[src/rtl/fetch_unit_pkg.sv]
// ----------------------------------------------------------------------------
// fetch_unit_pkg
// Shared constants and PC helper functions for the instruction-fetch front end.
// The helpers work on a wide PC (PC_MAX_W bits). Callers cast the result back
// to their own ADDR_W, so the carry out of the top bit is dropped and PC
// arithmetic wraps modulo 2^ADDR_W.
// ----------------------------------------------------------------------------
package fetch_unit_pkg;

    localparam int          PC_MAX_W         = 64;
    localparam int          INSTR_BYTES      = 4;
    localparam logic [31:0] RESET_PC_DEFAULT = 32'h0000_0000;

    typedef logic [PC_MAX_W-1:0] pc_max_t;

    function automatic pc_max_t add(input pc_max_t a, input pc_max_t b);
        return a + b;
    endfunction

    function automatic pc_max_t pc_increment(input pc_max_t pc);
        return add(pc, pc_max_t'(INSTR_BYTES));
    endfunction

    function automatic pc_max_t word_align(input pc_max_t addr);
        return {addr[PC_MAX_W-1:2], 2'b00};
    endfunction

endpackage

[src/rtl/fetch_unit_queue.sv]
// ----------------------------------------------------------------------------
// fetch_queue
// Prefetch queue. Each slot holds a fetch PC, the returned instruction and a
// filled flag.
// Three pointers walk the slots:
//   alloc - slot claimed when a request is issued
//   fill  - slot written by the next in-order response
//   read  - head slot presented to decode
// flush clears every slot and pointer, and it takes priority over a same-cycle
// alloc or fill. A same-cycle pop has already been consumed downstream.
// Ports:
//   clock, rst_n        clock and synchronous active-low reset
//   flush               drop every entry
//   alloc, alloc_pc     claim a slot for a request carrying alloc_pc
//   fill, fill_data     write the response into the fill slot
//   pop                 consume the head slot
//   head_valid/pc/data  head slot contents
//   occupancy           allocated slots, filled or pending
//   outstanding         allocated slots still waiting for data
// ----------------------------------------------------------------------------
module fetch_queue
    import fetch_unit_pkg::*;
#(
    parameter int ADDR_W = 32,
    parameter int DATA_W = 32,
    parameter int DEPTH  = 4
) (
    input  logic                         clock,
    input  logic                         rst_n,
    input  logic                         flush,
    input  logic                         alloc,
    input  logic [ADDR_W-1:0]            alloc_pc,
    input  logic                         fill,
    input  logic [DATA_W-1:0]            fill_data,
    input  logic                         pop,
    output logic                         head_valid,
    output logic [ADDR_W-1:0]            head_pc,
    output logic [DATA_W-1:0]            head_data,
    output logic [$clog2(DEPTH+1)-1:0]   occupancy,
    output logic [$clog2(DEPTH+1)-1:0]   outstanding
);

    localparam int PTR_W = $clog2(DEPTH);
    localparam int OCC_W = $clog2(DEPTH+1);

    logic [ADDR_W-1:0] pc_q   [DEPTH];
    logic [ADDR_W-1:0] pc_d   [DEPTH];
    logic [DATA_W-1:0] data_q [DEPTH];
    logic [DATA_W-1:0] data_d [DEPTH];
    logic [DEPTH-1:0]  filled_q, filled_d;
    logic [PTR_W-1:0]  alloc_ptr_q, alloc_ptr_d;
    logic [PTR_W-1:0]  fill_ptr_q, fill_ptr_d;
    logic [PTR_W-1:0]  rd_ptr_q, rd_ptr_d;
    logic [OCC_W-1:0]  occ_q, occ_d;
    logic [OCC_W-1:0]  outst_q, outst_d;

    always_comb begin
        pc_d        = pc_q;
        data_d      = data_q;
        filled_d    = filled_q;
        alloc_ptr_d = alloc_ptr_q;
        fill_ptr_d  = fill_ptr_q;
        rd_ptr_d    = rd_ptr_q;
        occ_d       = occ_q + OCC_W'(alloc) - OCC_W'(pop);
        outst_d     = outst_q + OCC_W'(alloc) - OCC_W'(fill);

        if (pop) begin
            filled_d[rd_ptr_q] = 1'b0;
            rd_ptr_d           = rd_ptr_q + PTR_W'(1);
        end
        if (alloc) begin
            pc_d[alloc_ptr_q] = alloc_pc;
            alloc_ptr_d       = alloc_ptr_q + PTR_W'(1);
        end
        if (fill) begin
            data_d[fill_ptr_q]   = fill_data;
            filled_d[fill_ptr_q] = 1'b1;
            fill_ptr_d           = fill_ptr_q + PTR_W'(1);
        end

        if (flush) begin
            filled_d    = '0;
            alloc_ptr_d = '0;
            fill_ptr_d  = '0;
            rd_ptr_d    = '0;
            occ_d       = '0;
            outst_d     = '0;
        end
    end

    always_ff @(posedge clock) begin
        if (!rst_n) begin
            pc_q        <= '{default: '0};
            data_q      <= '{default: '0};
            filled_q    <= '0;
            alloc_ptr_q <= '0;
            fill_ptr_q  <= '0;
            rd_ptr_q    <= '0;
            occ_q       <= '0;
            outst_q     <= '0;
        end else begin
            pc_q        <= pc_d;
            data_q      <= data_d;
            filled_q    <= filled_d;
            alloc_ptr_q <= alloc_ptr_d;
            fill_ptr_q  <= fill_ptr_d;
            rd_ptr_q    <= rd_ptr_d;
            occ_q       <= occ_d;
            outst_q     <= outst_d;
        end
    end

    assign head_valid  = filled_q[rd_ptr_q];
    assign head_pc     = pc_q[rd_ptr_q];
    assign head_data   = data_q[rd_ptr_q];
    assign occupancy   = occ_q;
    assign outstanding = outst_q;

endmodule

[src/rtl/fetch_unit.sv]
// ----------------------------------------------------------------------------
// fetch_unit
// Instruction-fetch front end. It owns the PC and issues word-aligned requests
// over a valid/ready handshake. Requests are limited by a credit window that
// counts queue slots plus responses still owed for requests made before a
// redirect. In-order responses go into fetch_queue, which presents the head
// instruction with its PC and PC+4.
// Ports:
//   clock, reset                     clock, synchronous active-low reset
//   imem_req_valid/ready/addr        fetch request channel
//   imem_rsp_valid/data              in-order response channel
//   redirect_valid/addr              restart fetch at a new PC
//   inst_valid/ready/data/pc/pc_plus4  decode channel
//   occupancy                        allocated queue entries
// ----------------------------------------------------------------------------
module fetch_unit
    import fetch_unit_pkg::*;
#(
    parameter int                ADDR_W   = 32,
    parameter int                DATA_W   = 32,
    parameter int                DEPTH    = 4,
    parameter logic [ADDR_W-1:0] RESET_PC = ADDR_W'(RESET_PC_DEFAULT)
) (
    input  logic                         clock,
    input  logic                         reset,
    output logic                         imem_req_valid,
    input  logic                         imem_req_ready,
    output logic [ADDR_W-1:0]            imem_req_addr,
    input  logic                         imem_rsp_valid,
    input  logic [DATA_W-1:0]            imem_rsp_data,
    input  logic                         redirect_valid,
    input  logic [ADDR_W-1:0]            redirect_addr,
    output logic                         inst_valid,
    input  logic                         inst_ready,
    output logic [DATA_W-1:0]            inst_data,
    output logic [ADDR_W-1:0]            inst_pc,
    output logic [ADDR_W-1:0]            inst_pc_plus4,
    output logic [$clog2(DEPTH+1)-1:0]   occupancy
);

    localparam int               OCC_W   = $clog2(DEPTH+1);
    localparam logic [OCC_W:0]   DEPTH_C = (OCC_W+1)'(DEPTH);

    logic              reset_n_q;
    logic [ADDR_W-1:0] pc_q, pc_d;
    logic [OCC_W-1:0]  drop_cnt_q, drop_cnt_d;

    logic              head_valid;
    logic [ADDR_W-1:0] head_pc;
    logic [DATA_W-1:0] head_data;
    logic [OCC_W-1:0]  q_occ;
    logic [OCC_W-1:0]  q_outstanding;
    logic [OCC_W:0]    credit_used;
    logic              req_fire;
    logic              rsp_live;
    logic              rsp_dead;
    logic              out_fire;

    assign credit_used    = {1'b0, q_occ} + {1'b0, drop_cnt_q};
    assign imem_req_valid = reset_n_q && (credit_used < DEPTH_C);
    assign imem_req_addr  = pc_q;
    assign req_fire       = imem_req_valid && imem_req_ready;
    assign rsp_live       = imem_rsp_valid && (drop_cnt_q == '0);
    assign rsp_dead       = imem_rsp_valid && (drop_cnt_q != '0);
    assign out_fire       = head_valid && inst_ready;

    always_comb begin
        pc_d       = pc_q;
        drop_cnt_d = drop_cnt_q;
        if (redirect_valid) begin
            pc_d = ADDR_W'(word_align(PC_MAX_W'(redirect_addr)));
            // Every response still owed by memory becomes stale. This counts
            // the stale responses already pending, the unfilled queue slots
            // and a request firing this cycle, less the response arriving
            // now, which is discarded.
            drop_cnt_d = drop_cnt_q + q_outstanding + OCC_W'(req_fire)
                       - OCC_W'(rsp_live) - OCC_W'(rsp_dead);
        end else begin
            if (req_fire) begin
                pc_d = ADDR_W'(pc_increment(PC_MAX_W'(pc_q)));
            end
            if (rsp_dead) begin
                drop_cnt_d = drop_cnt_q - OCC_W'(1);
            end
        end
    end

    always_ff @(posedge clock) begin
        if (!reset) begin
            reset_n_q  <= 1'b0;
            pc_q       <= RESET_PC;
            drop_cnt_q <= '0;
        end else begin
            reset_n_q  <= 1'b1;
            pc_q       <= pc_d;
            drop_cnt_q <= drop_cnt_d;
        end
    end

    fetch_queue #(
        .ADDR_W (ADDR_W),
        .DATA_W (DATA_W),
        .DEPTH  (DEPTH)
    ) u_queue (
        .clock       (clock),
        .rst_n       (reset),
        .flush       (redirect_valid),
        .alloc       (req_fire && !redirect_valid),
        .alloc_pc    (pc_q),
        .fill        (rsp_live && !redirect_valid),
        .fill_data   (imem_rsp_data),
        .pop         (out_fire),
        .head_valid  (head_valid),
        .head_pc     (head_pc),
        .head_data   (head_data),
        .occupancy   (q_occ),
        .outstanding (q_outstanding)
    );

    // Head fields read as zero whenever nothing valid is presented.
    assign inst_valid    = head_valid;
    assign inst_data     = head_valid ? head_data : '0;
    assign inst_pc       = head_valid ? head_pc : '0;
    assign inst_pc_plus4 = head_valid ? ADDR_W'(pc_increment(PC_MAX_W'(head_pc))) : '0;
    assign occupancy     = q_occ;

endmodule

[config.mk]
export PLATFORM = sky130hd
export DESIGN_NAME = fetch_unit
export DESIGN_NICKNAME = d
export VERILOG_FILES = /design/src/rtl/fetch_unit_pkg.sv /design/src/rtl/fetch_unit_queue.sv /design/src/rtl/fetch_unit.sv
export SDC_FILE = /design/constraint.sdc
export NUM_CORES = 1
export LEC_CHECK = 0
export BUFFER_PORTS_ARGS = -buffer_cell sky130_fd_sc_hd__buf_2
export CORE_MARGIN = 2
export CORE_UTILIZATION = 58
export CTS_CLUSTER_DIAMETER = 30
export DETAILED_ROUTE_END_ITERATION = 8
export PLACE_DENSITY = 0.81
export SKIP_CTS_REPAIR_TIMING = 1
export SLEW_MARGIN = 20
export SYNTH_ARGS = -nofsm -noshare
export SYNTH_HDL_FRONTEND = slang
export SYNTH_SLANG_ARGS = --single-unit
[constraint.sdc]
create_clock -name clock -period 5.3 [get_ports clock]
set_clock_uncertainty 0.05 [all_clocks]
set_input_delay 0.53 -clock clock [delete_from_list [all_inputs] [get_ports clock]]
set_output_delay 0.53 -clock clock [all_outputs]
set_load 0.05 [all_outputs]
==> flow_metrics.py, run 1 <==
metrics = {
    "grt": {
        "grt_util_all_layers_pct": 29.6,
        "grt_overflow": 0,
        "first_global_vias": 12600,
        "grt_max_degree": 137,
        "antenna_found_initial": 4,
        "grt_pass1_wl_um": 62000,
    },
    "outcome": {
        "status": "finished clean",
    },
    "routing": {
        "drc_errors": 0,
        "dr.pass1.iters": 5,
        "num_vias": 12900,
        "ant_nets": 0,
        "vias_per_cell": 5.84,
        "drtIter0Drc": 1356,
        "avgRoutedWirePerCell_um": 17.8,
        "postRouteWirelength_um": 39400,
    },
    "clocking": {
        "h-tree-depth": 2,
        "clk_pin_slew_ps": 60,
        "cts_tree": "built",
        "clkSinkCount": 298,
        "clockBufferDepth": 3,
        "cts-root-buf": "clkbuf_16",
        "clk_latency_ps": 540,
        "numCtsBuffers": 48,
    },
    "power_and_ir_drop": {
        "p_leak_nw": 6.25,
        "switchingPower_w": 0.00170,
        "max-vdd-ir-drop_v": 0.000296,
        "combPwrFrac_pct": 10.4,
        "pwr-share-clk_pct": 51.7,
        "power_density_mw_per_mm2": 378,
        "intPower_w": 0.00467,
        "switching_share_pct": 26.7,
        "power_frac_seq_pct": 37.9,
    },
    "cells_and_area": {
        "fin_nets": 1942,
        "drive_gt1_share_pct": 20.9,
        "fillers": 1804,
        "finalNonFillerCells": 2209,
        "syn_to_final_growth_pct": 18.8,
    },
    "setup_path": {
        "r2r_cells": 13,
        "crit_fanout": 35,
        "crit_chain": "mux4_1, and4_4, nand4_4, nor4_1, mux2_1, buf_2",
        "slowest_stage": "dfxtp_4",
        "r2r_start": "u_queue.occupancy[2]$_SDFF_PP0_",
        "cp-end-kind": "output port",
        "required_ps": 4720,
        "worstSetupPathType": "reg2out",
        "crit_start": "u_queue.rd_ptr_q[0]$_SDFFE_PP0P_",
        "crit_path_start_kind": "flop",
        "slowest_delay_ps": 800,
        "arrival_ps": 3440,
    },
    "synth": {
        "synth_common_cells": "nand2_1 (535), dfxtp_1 (298), a21oi_1 (272)",
        "syn_avg_cell_area_um2": 8.27,
        "synth-seq-area-share_pct": 42.0,
        "synth.most_common_cell": "nand2_1",
        "synthesis.area_mm2": 0.0142,
        "async_flop_share_pct": 0,
        "yosys.area.top_type": "dfxtp_1",
        "synth_area_leaders": "dfxtp_1 (42%), nand2_1 (14%), a21oi_1 (9.6%)",
        "synth-main-ff-cell": "dfxtp_1",
        "yosys_warnings": 0,
        "syn_inst": 1716,
        "ys_ff_latch": 298,
        "synth_cell_types": 54,
        "yosysTopAreaCellShare_pct": 42.0,
        "synth_edf_count": 0,
    },
    "placement": {
        "numPortBuffers": 194,
        "gp_congestion": 0.870,
        "place_inst": 2117,
        "hpwl_um": 23600,
    },
    "sta": {
        "layout_min_cycle_time_ps": 4020,
        "setup_viol_count_final": 0,
        "tns_ps": 0,
        "worst_pin_slew_ps": 936,
        "finalHoldViolations": 0,
        "rsz0062_at_grt": "false",
        "maxSlewHeadroom_pct": 37.6,
        "slew_violations": 0,
        "min_period_over_period_pct": 75.8,
        "max_freq_ghz": 0.249,
    },
    "die": {
        "start_util_pct": 58.7,
        "num_rows": 57,
        "die_h_um": 160,
        "core-area_mm2": 0.0242,
        "fp.dieW_um": 160,
        "ios": 203,
        "die_area_mm2": 0.0257,
    },
    "worst_hold_path": {
        "hp-class": "in2reg",
        "hp-start": "redirect_addr[8]",
        "min_path_cells": 2,
    },
    "flow_run": {
        "cap_violations": 0,
    },
}
worst paths after layout:
kind / to / slack, ps
worst max-delay path: inst_pc_plus4[27] / 1280
worst min-delay path: imem_req_addr[8]$_SDFFE_PN0P_ / 180
worst max register to register: drop_cnt_q[2]$_SDFFE_PN0P_ / 1390
worst min register to register: u_queue.pc_q[41]$_SDFFE_PN0P_ / 400
power groups by stage:
stage / Clock (W) / Sequential [W] / Combinational (W)
after floorplan: 0 / 0.00247 / 0.000447
after detailed placement: 0 / 0.00245 / 0.000650
after global routing: 0.00342 / 0.00242 / 0.000726
after global placement: 0 / 0.00245 / 0.000634
final: 0.00329 / 0.00241 / 0.000663
after CTS: 0.00331 / 0.00241 / 0.000656
kinds of logic after synthesis:
kind of cell	count (synthesis)	share of synthesized area (%)
simple gates	773	24.1
buf+inv	174	5.32
mux	80	11.4
xor+xnor	43	2.65
other cells	1	0.0264
fa+ha+maj	29	2.82
compound gates	318	11.7
flops	298	42.0
layer usage:
metal | GRT usage [%] | vias up | part of all wire (%) | wire [µm]
met2 | 49.6 | 645 | 48 | 18800
met1 | 38.2 | 6141 | 40 | 15700
met4 | 10.6 | 4 | 2.1 | 809
li1 | - | 6044 | - | -
met3 | 6.10 | 72 | 10 | 4080
met5 | 0 | - | 0.053 | 21
registers in the layout, summed over array words and instances, names as in the netlist:
name                 cells
u_queue.data_q         128
u_queue.pc_q           120
imem_req_addr           30
u_queue.filled_q         4
drop_cnt_q               3
u_queue.occupancy        3
u_queue.outstanding      3
u_queue.alloc_ptr_q      2
u_queue.fill_ptr_q       2
u_queue.rd_ptr_q         2
reset_n_q                1
placed cells by master (no fill, tap or decap), drive strengths merged, types with 2 or more instances in the layout:
master | netlist | layout
o21ai | 20 | 20
mux2i | 3 | 3
and2 | 68 | 68
clkinv | 1 | 7
xnor2 | 25 | 25
a21oi | 272 | 272
clkinvlp | 0 | 11
nor2 | 65 | 65
buf | 29 | 213
mux2 | 15 | 15
fa | 5 | 5
and4 | 13 | 13
or3 | 3 | 3
nand3 | 21 | 21
a211oi | 12 | 12
o211a | 2 | 2
inv | 32 | 46
diode | 0 | 2
bufinv | 0 | 8
a31oi | 4 | 4
ha | 24 | 24
conb | 1 | 6
o31ai | 4 | 4
and3 | 8 | 8
xor2 | 18 | 18
clkbuf | 112 | 51
or4 | 6 | 6
nor3 | 10 | 10
a311oi | 2 | 2
nor4 | 14 | 14
nand2 | 537 | 537
nor2b | 2 | 2
mux4 | 62 | 62
nand4 | 22 | 22
dfxtp | 298 | 298
worst max-delay path: cells and delay by family, from the launching register on:
kind | cells | cell delay [ps]
muxes | 2 | 890
buffers and inverters | 1 | 210
DFF | 1 | 800
and+or+nand+nor | 3 | 970
final cells by class:
cell class                 count  area, µm²  area share [%]
multi-input combinational   1249       7500            44.5
antenna                        2       5.00          0.0297
tap                          324        405            2.40
inverter                      33        129           0.764
sequential                   298       5970            35.4
clock inverter                39        493            2.92
timing repair buffer         213       1130            6.68
clock buffer                  51       1230            7.31
metrics by stage:
step	total power [W]	worst slack [ps]	instance area (µm²)	utilization (%)	hold slack (ps)
floorplan	0.00292	1250	14200	-	382
global placement	0.00308	1540	15100	62.6	388
detailed placement	0.00310	1440	15100	62.6	394
CTS	0.00638	1260	16900	69.7	169
global route	0.00656	1100	16900	69.8	194
finish	0.00637	1280	16900	69.8	181
(Power assumes the default switching activity.)
==> run 2: changes to the inputs <==
--- a/config.mk
+++ b/config.mk
@@ -7,10 +7,10 @@
 export LEC_CHECK = 0
 export BUFFER_PORTS_ARGS = -buffer_cell sky130_fd_sc_hd__buf_2
 export CORE_MARGIN = 2
-export CORE_UTILIZATION = 58
+export CORE_UTILIZATION = 52
 export CTS_CLUSTER_DIAMETER = 30
 export DETAILED_ROUTE_END_ITERATION = 8
-export PLACE_DENSITY = 0.81
+export PLACE_DENSITY = 0.76
 export SKIP_CTS_REPAIR_TIMING = 1
 export SLEW_MARGIN = 20
 export SYNTH_ARGS = -nofsm -noshare
==> constraint.sdc (replaced) <==
create_clock -name clock -period 3.4 [get_ports clock]
set_clock_uncertainty 0.05 [all_clocks]
set_input_delay 0.34 -clock clock [delete_from_list [all_inputs] [get_ports clock]]
set_output_delay 0.34 -clock clock [all_outputs]
set_load 0.05 [all_outputs]
==> run 2 against run 1 <==
The flow now finishes with violations (hold timing). Register-to-register slack lost 1300 ps. Setup slack lost 1300 ps. Sequential share of layout area shrank 1.7 points. Non-clock buffer count grew 47. Via count grew 3.1%. Core utilization shrank 3.7 points. First-iteration DRC count shrank 13%. Critical path type unchanged. Critical endpoint is now inst_pc_plus4[29]. Largest cell class unchanged. Largest power group unchanged. Highest routed layer unchanged.
==> flow_metrics.py, run 2 (synthesis gave the netlist of run 1 again) <==
metrics = {
    "power_and_ir_drop": {
        "p_total_w": 0.0107,
        "switching_share_pct": 26.3,
        "p_leak_nw": 6.69,
        "switchingPower_w": 0.00282,
        "pwr-share-clk_pct": 54.4,
        "power_density_mw_per_mm2": 604,
        "combPwrFrac_pct": 10.5,
        "intPower_w": 0.00790,
        "max-vdd-ir-drop_v": 0.000455,
        "power_frac_seq_pct": 35.1,
    },
    "setup_path": {
        "worstSetupPathType": "reg2out",
        "r2r_start": "u_queue.occupancy[1]$_SDFF_PP0_",
        "crit_fanout": 10,
        "cp-end-kind": "output port",
        "crit_path_start_kind": "flop",
        "arrival_ps": 2980,
        "timing.rr.end": "drop_cnt_q[2]$_SDFFE_PN0P_",
        "r2r_cells": 13,
        "cp-endpoint": "inst_pc_plus4[29]",
        "required_ps": 3010,
        "crit_start": "u_queue.rd_ptr_q[0]$_SDFFE_PP0P_",
        "r2r_setup_slack_ps": 120,
    },
    "routing": {
        "dr.pass1.iters": 5,
        "vias_per_cell": 5.80,
        "ant_nets": 0,
        "num_vias": 13300,
        "postRouteWirelength_um": 41700,
        "avgRoutedWirePerCell_um": 18.2,
        "drc_errors": 0,
        "drtIter0Drc": 1183,
    },
    "cells_and_area": {
        "final_common_cell": "nand2_1",
        "largest_register_ffs": 128,
        "finalNonFillerCells": 2293,
        "drive_gt1_share_pct": 23.3,
        "syn_to_final_growth_pct": 25.0,
        "mostFrequentLayoutCells": "nand2_1 (535), dfxtp_1 (293), a21oi_1 (272)",
        "final_cell_area_mm2": 0.0178,
        "fin_nets": 2000,
        "top_register": "u_queue.data_q",
    },
    "sta": {
        "rsz0062_at_grt": "true",
        "holdWs_ps": -8.50,
        "maxSlewHeadroom_pct": 43.8,
        "worst_pin_slew_ps": 843,
        "min_period_over_period_pct": 99.1,
        "slew_violations": 0,
        "setup_viol_count_final": 0,
        "max_freq_ghz": 0.297,
        "finalHoldViolations": 7,
        "layout_min_cycle_time_ps": 3370,
        "layout_setup_ws_ps": 29.0,
    },
    "clocking": {
        "clk_latency_ps": 570,
        "clkSinkCount": 298,
        "clk_pin_slew_ps": 50,
        "cts_tree": "built",
        "numCtsBuffers": 58,
        "h-tree-depth": 2,
        "clockBufferDepth": 3,
        "cts-root-buf": "clkbuf_16",
    },
    "grt": {
        "grt_max_degree": 110,
        "grt_pass1_wl_um": 64400,
        "grt_util_all_layers_pct": 27.8,
        "first_global_vias": 12700,
        "antenna_found_initial": 1,
        "grt_overflow": 0,
    },
    "placement": {
        "place_inst": 2154,
        "gp_congestion": 0.834,
        "numPortBuffers": 194,
        "hpwl_um": 24900,
        "placed_area_mm2": 0.0153,
        "dp_slack_ps": 80.4,
    },
    "flow_run": {
        "cap_violations": 0,
    },
    "die": {
        "start_util_pct": 52.8,
        "ios": 203,
        "fp.dieW_um": 169,
        "core-area_mm2": 0.0269,
        "num_rows": 60,
        "die_area_mm2": 0.0286,
        "die_h_um": 169,
    },
    "outcome": {
        "status": "finished with violations",
        "violations": "hold timing",
    },
    "worst_hold_path": {
        "hp-class": "in2reg",
    },
}
## run 2: layout make-up
type / count / area, µm²
fillers: 2093 / 9120
repair buffers: 260 / 1580
multi-input cells: 1250 / 7600
well taps: 341 / 427
clock inverters: 39 / 479
diodes: 1 / 2.50
inverters: 33 / 131
clock buffers: 71 / 1550
flip-flops and latches: 298 / 5980
## run 2: worst min path at each step
| stage | start | end | slack, ps | cells past startpoint |
|---|---|---|---|---|
| global placement | u_queue.pc_q[9]$_SDFFE_PN0P_ | u_queue.pc_q[9]$_SDFFE_PN0P_ | 390 | 2 |
| global route | redirect_addr[2] | imem_req_addr[2]$_SDFFE_PN0P_ | 0.1 | 3 |
| detailed placement | u_queue.pc_q[76]$_SDFFE_PN0P_ | u_queue.pc_q[76]$_SDFFE_PN0P_ | 390 | 2 |
| CTS | redirect_addr[8] | imem_req_addr[8]$_SDFFE_PN0P_ | -40 | 2 |
| floorplan | reset | reset_n_q$_DFF_P_ | 320 | 0 |
| finish | imem_rsp_data[4] | u_queue.data_q[36]$_SDFFE_PN0P_ | -9 | 3 |
## run 2: layer usage
layer  track usage, %  up-vias  wire [µm]
met1             36.3     6362      17200
met2             45.6      653      19600
met5                0        -         13
met3             5.88      119       3570
li1                 -     6172          -
met4             10.6        2       1270
## run 2: critical path, cell delays in order (launching register included)
cell	delay, ps
dfxtp_4	410
buf_4	180
mux4_2	380
and4_4	320
nand4_4	210
nor4_4	330
mux2_1	360
buf_2	210
## run 2: power by group through the flow
| stage | clock, W | combinational, W | sequential, W |
|---|---|---|---|
| after global routing | 0.00605 | 0.00123 | 0.00377 |
| final | 0.00584 | 0.00113 | 0.00376 |
| after global placement | 0 | 0.00105 | 0.00382 |
| after CTS | 0.00586 | 0.00109 | 0.00376 |
| after floorplan | 0 | 0.000712 | 0.00385 |
| after detailed placement | 0 | 0.00108 | 0.00382 |
## run 2: metrics by stage
stage | util (%) | TNS, ps
finish | 66.1 | 0
global route | 66.0 | -120
CTS | 64.7 | -1000
detailed placement | 57.1 | 0
global placement | 57.1 | 0
floorplan | - | 0
==> run 3: changes to the inputs <==
--- a/config.mk
+++ b/config.mk
@@ -5,6 +5,7 @@
 export SDC_FILE = /design/constraint.sdc
 export NUM_CORES = 1
 export LEC_CHECK = 0
+export ABC_CLOCK_PERIOD_IN_PS = 3400
 export BUFFER_PORTS_ARGS = -buffer_cell sky130_fd_sc_hd__buf_2
 export CORE_MARGIN = 2
 export CORE_UTILIZATION = 52
==> constraint.sdc (replaced) <==
create_clock -name clock -period 3.4 [get_ports clock]
set_clock_uncertainty 0.05 [all_clocks]
set_input_delay 0.34 -clock clock [delete_from_list [all_inputs] [get_ports clock]]
set_output_delay 0.34 -clock clock [all_outputs]
set_load 0.005 [all_outputs]
==> run 3 against run 2 <==
The flow now finishes without violations. Design area down 2.4%. Combinational power decreased by 15%. Maximum frequency increased by 2.5%. Critical path depth grew 6. Wire length down 2.6%. Via count shrank 3.0%. Count of clock-buffer cells in the layout is 12 lower.
==> flow_metrics.py, run 3 (synthesis gave the netlist of run 1 again) <==
metrics = {
    "outcome": {
        "status": "finished clean",
    },
    "cells_and_area": {
        "fillers": 2158,
        "final_common_cell": "nand2_1",
        "top_register": "u_queue.data_q",
        "largest_register_ffs": 128,
        "fin_nets": 1974,
        "drive_gt1_share_pct": 22.7,
        "regArea_mm2": 0.00598,
        "finalCoreUtilization_pct": 64.4,
        "multi_input_area_mm2": 0.00757,
        "syn_to_final_growth_pct": 22.0,
        "mostFrequentLayoutCells": "nand2_1 (535), dfxtp_1 (293), a21oi_1 (271)",
    },
    "sta": {
        "max_freq_ghz": 0.304,
        "worst_pin_slew_ps": 1030,
        "min_period_over_period_pct": 96.7,
        "slew_violations": 0,
        "maxSlewHeadroom_pct": 31.4,
        "setup_viol_count_final": 0,
        "layout_setup_ws_ps": 112,
        "holdWs_ps": 12.6,
        "tns_ps": 0,
        "finalHoldViolations": 0,
        "layout_min_cycle_time_ps": 3290,
    },
    "placement": {
        "numPortBuffers": 194,
        "gp_congestion": 0.863,
        "hpwl_um": 24800,
        "dp_slack_ps": 31.9,
    },
    "clocking": {
        "clkSinkCount": 298,
        "numCtsBuffers": 50,
        "clockBufferDepth": 3,
        "h-tree-depth": 2,
        "cts-root-buf": "clkbuf_16",
        "cts_tree": "built",
        "clk_latency_ps": 540,
        "clk_pin_slew_ps": 50,
    },
    "power_and_ir_drop": {
        "switching_share_pct": 24.4,
        "switchingPower_w": 0.00249,
        "p_leak_nw": 6.50,
        "p_total_w": 0.0102,
        "power_density_mw_per_mm2": 588,
        "power_frac_seq_pct": 37.0,
        "combPwrFrac_pct": 9.5,
        "max-vdd-ir-drop_v": 0.000500,
        "pwr-share-clk_pct": 53.5,
        "intPower_w": 0.00770,
    },
    "routing": {
        "drtIter0Drc": 1169,
        "dr.pass1.iters": 5,
        "drc_errors": 0,
        "ant_nets": 0,
        "postRouteWirelength_um": 40600,
        "num_vias": 12900,
        "avgRoutedWirePerCell_um": 18.0,
        "vias_per_cell": 5.72,
    },
    "grt": {
        "antenna_found_initial": 4,
        "first_global_vias": 12400,
        "grt_overflow": 0,
        "grt_pass1_wl_um": 63900,
        "grt_util_all_layers_pct": 27.7,
        "grt_max_degree": 130,
    },
    "die": {
        "fp.dieW_um": 169,
        "num_rows": 60,
        "start_util_pct": 52.8,
        "die_area_mm2": 0.0286,
        "core-area_mm2": 0.0269,
        "die_h_um": 169,
        "ios": 203,
    },
    "setup_path": {
        "cp-end-kind": "flop",
        "r2r_setup_slack_ps": 110,
        "worstSetupPathType": "reg2reg",
        "crit_path_start_kind": "flop",
        "required_ps": 3800,
        "crit_fanout": 3,
        "arrival_ps": 3690,
    },
    "worst_hold_path": {
        "hp-class": "in2reg",
    },
    "flow_run": {
        "cap_violations": 0,
    },
}
[run 3: changes by cell type in the layout (fill, tap and decap cells not counted), sizes merged]
cell / before / now
bufinv: 8 / 11
dlygate4sd3: 17 / 1
clkinv: 12 / 14
inv: 43 / 36
clkbuf: 72 / 60
clkinvlp: 9 / 2
diode: 1 / 3
buf: 242 / 240
[run 3: layout make-up]
class	instances	share of cell area, %
antenna	3	0.0433
clock buffer	59	7.82
clock inverter	30	2.79
inverter	33	0.744
multi-input combinational	1250	43.7
sequential	298	34.5
tap	341	2.46
timing repair buffer	242	7.95
[run 3: worst paths after layout]
path,from,cells after the start,endpoint
worst max-delay path,u_queue.occupancy[2]$_SDFF_PP0_,13,drop_cnt_q[2]$_SDFFE_PN0P_
worst max register to register,u_queue.occupancy[2]$_SDFF_PP0_,13,drop_cnt_q[2]$_SDFFE_PN0P_
worst min-delay path,imem_rsp_data[13],3,u_queue.data_q[45]$_SDFFE_PN0P_
worst min register to register,u_queue.pc_q[93]$_SDFFE_PN0P_,2,u_queue.pc_q[93]$_SDFFE_PN0P_
[run 3: metrics by stage]
stage                     instance area, µm²  std cells
final                                  17300       2256
after global routing                   17300       2254
after CTS                              17200       2244
after detailed placement               15300       2155
after global placement                 15300       2155
after floorplan                        14300       1721
[run 3: critical path: stages (launching register included)]
cell,delay (ps)
dfxtp_2,370
ha_4,220
nor4b_4,230
and3_4,230
inv_2,40
fa_1,490
inv_1,50
fa_2,340
fa_2,360
xnor2_2,150
xnor2_1,130
nand2_1,80
mux2_2,340
a21oi_2,130
[run 3: metal layers]
metal | wire length, µm | GRT usage, % | up-vias
met5 | 28 | 0 | -
met4 | 917 | 9.77 | 4
met3 | 3530 | 5.27 | 83
li1 | - | - | 6103
met2 | 19200 | 45.1 | 593
met1 | 16900 | 36.9 | 6123
[run 3: power groups by stage]
stage / Clock [W] / Sequential (W) / Combinational, W
detailed placement: 0 / 0.00383 / 0.000928
global route: 0.00566 / 0.00378 / 0.00107
finish: 0.00546 / 0.00377 / 0.000966
global placement: 0 / 0.00382 / 0.000898
floorplan: 0 / 0.00377 / 0.000657
CTS: 0.00549 / 0.00376 / 0.000935
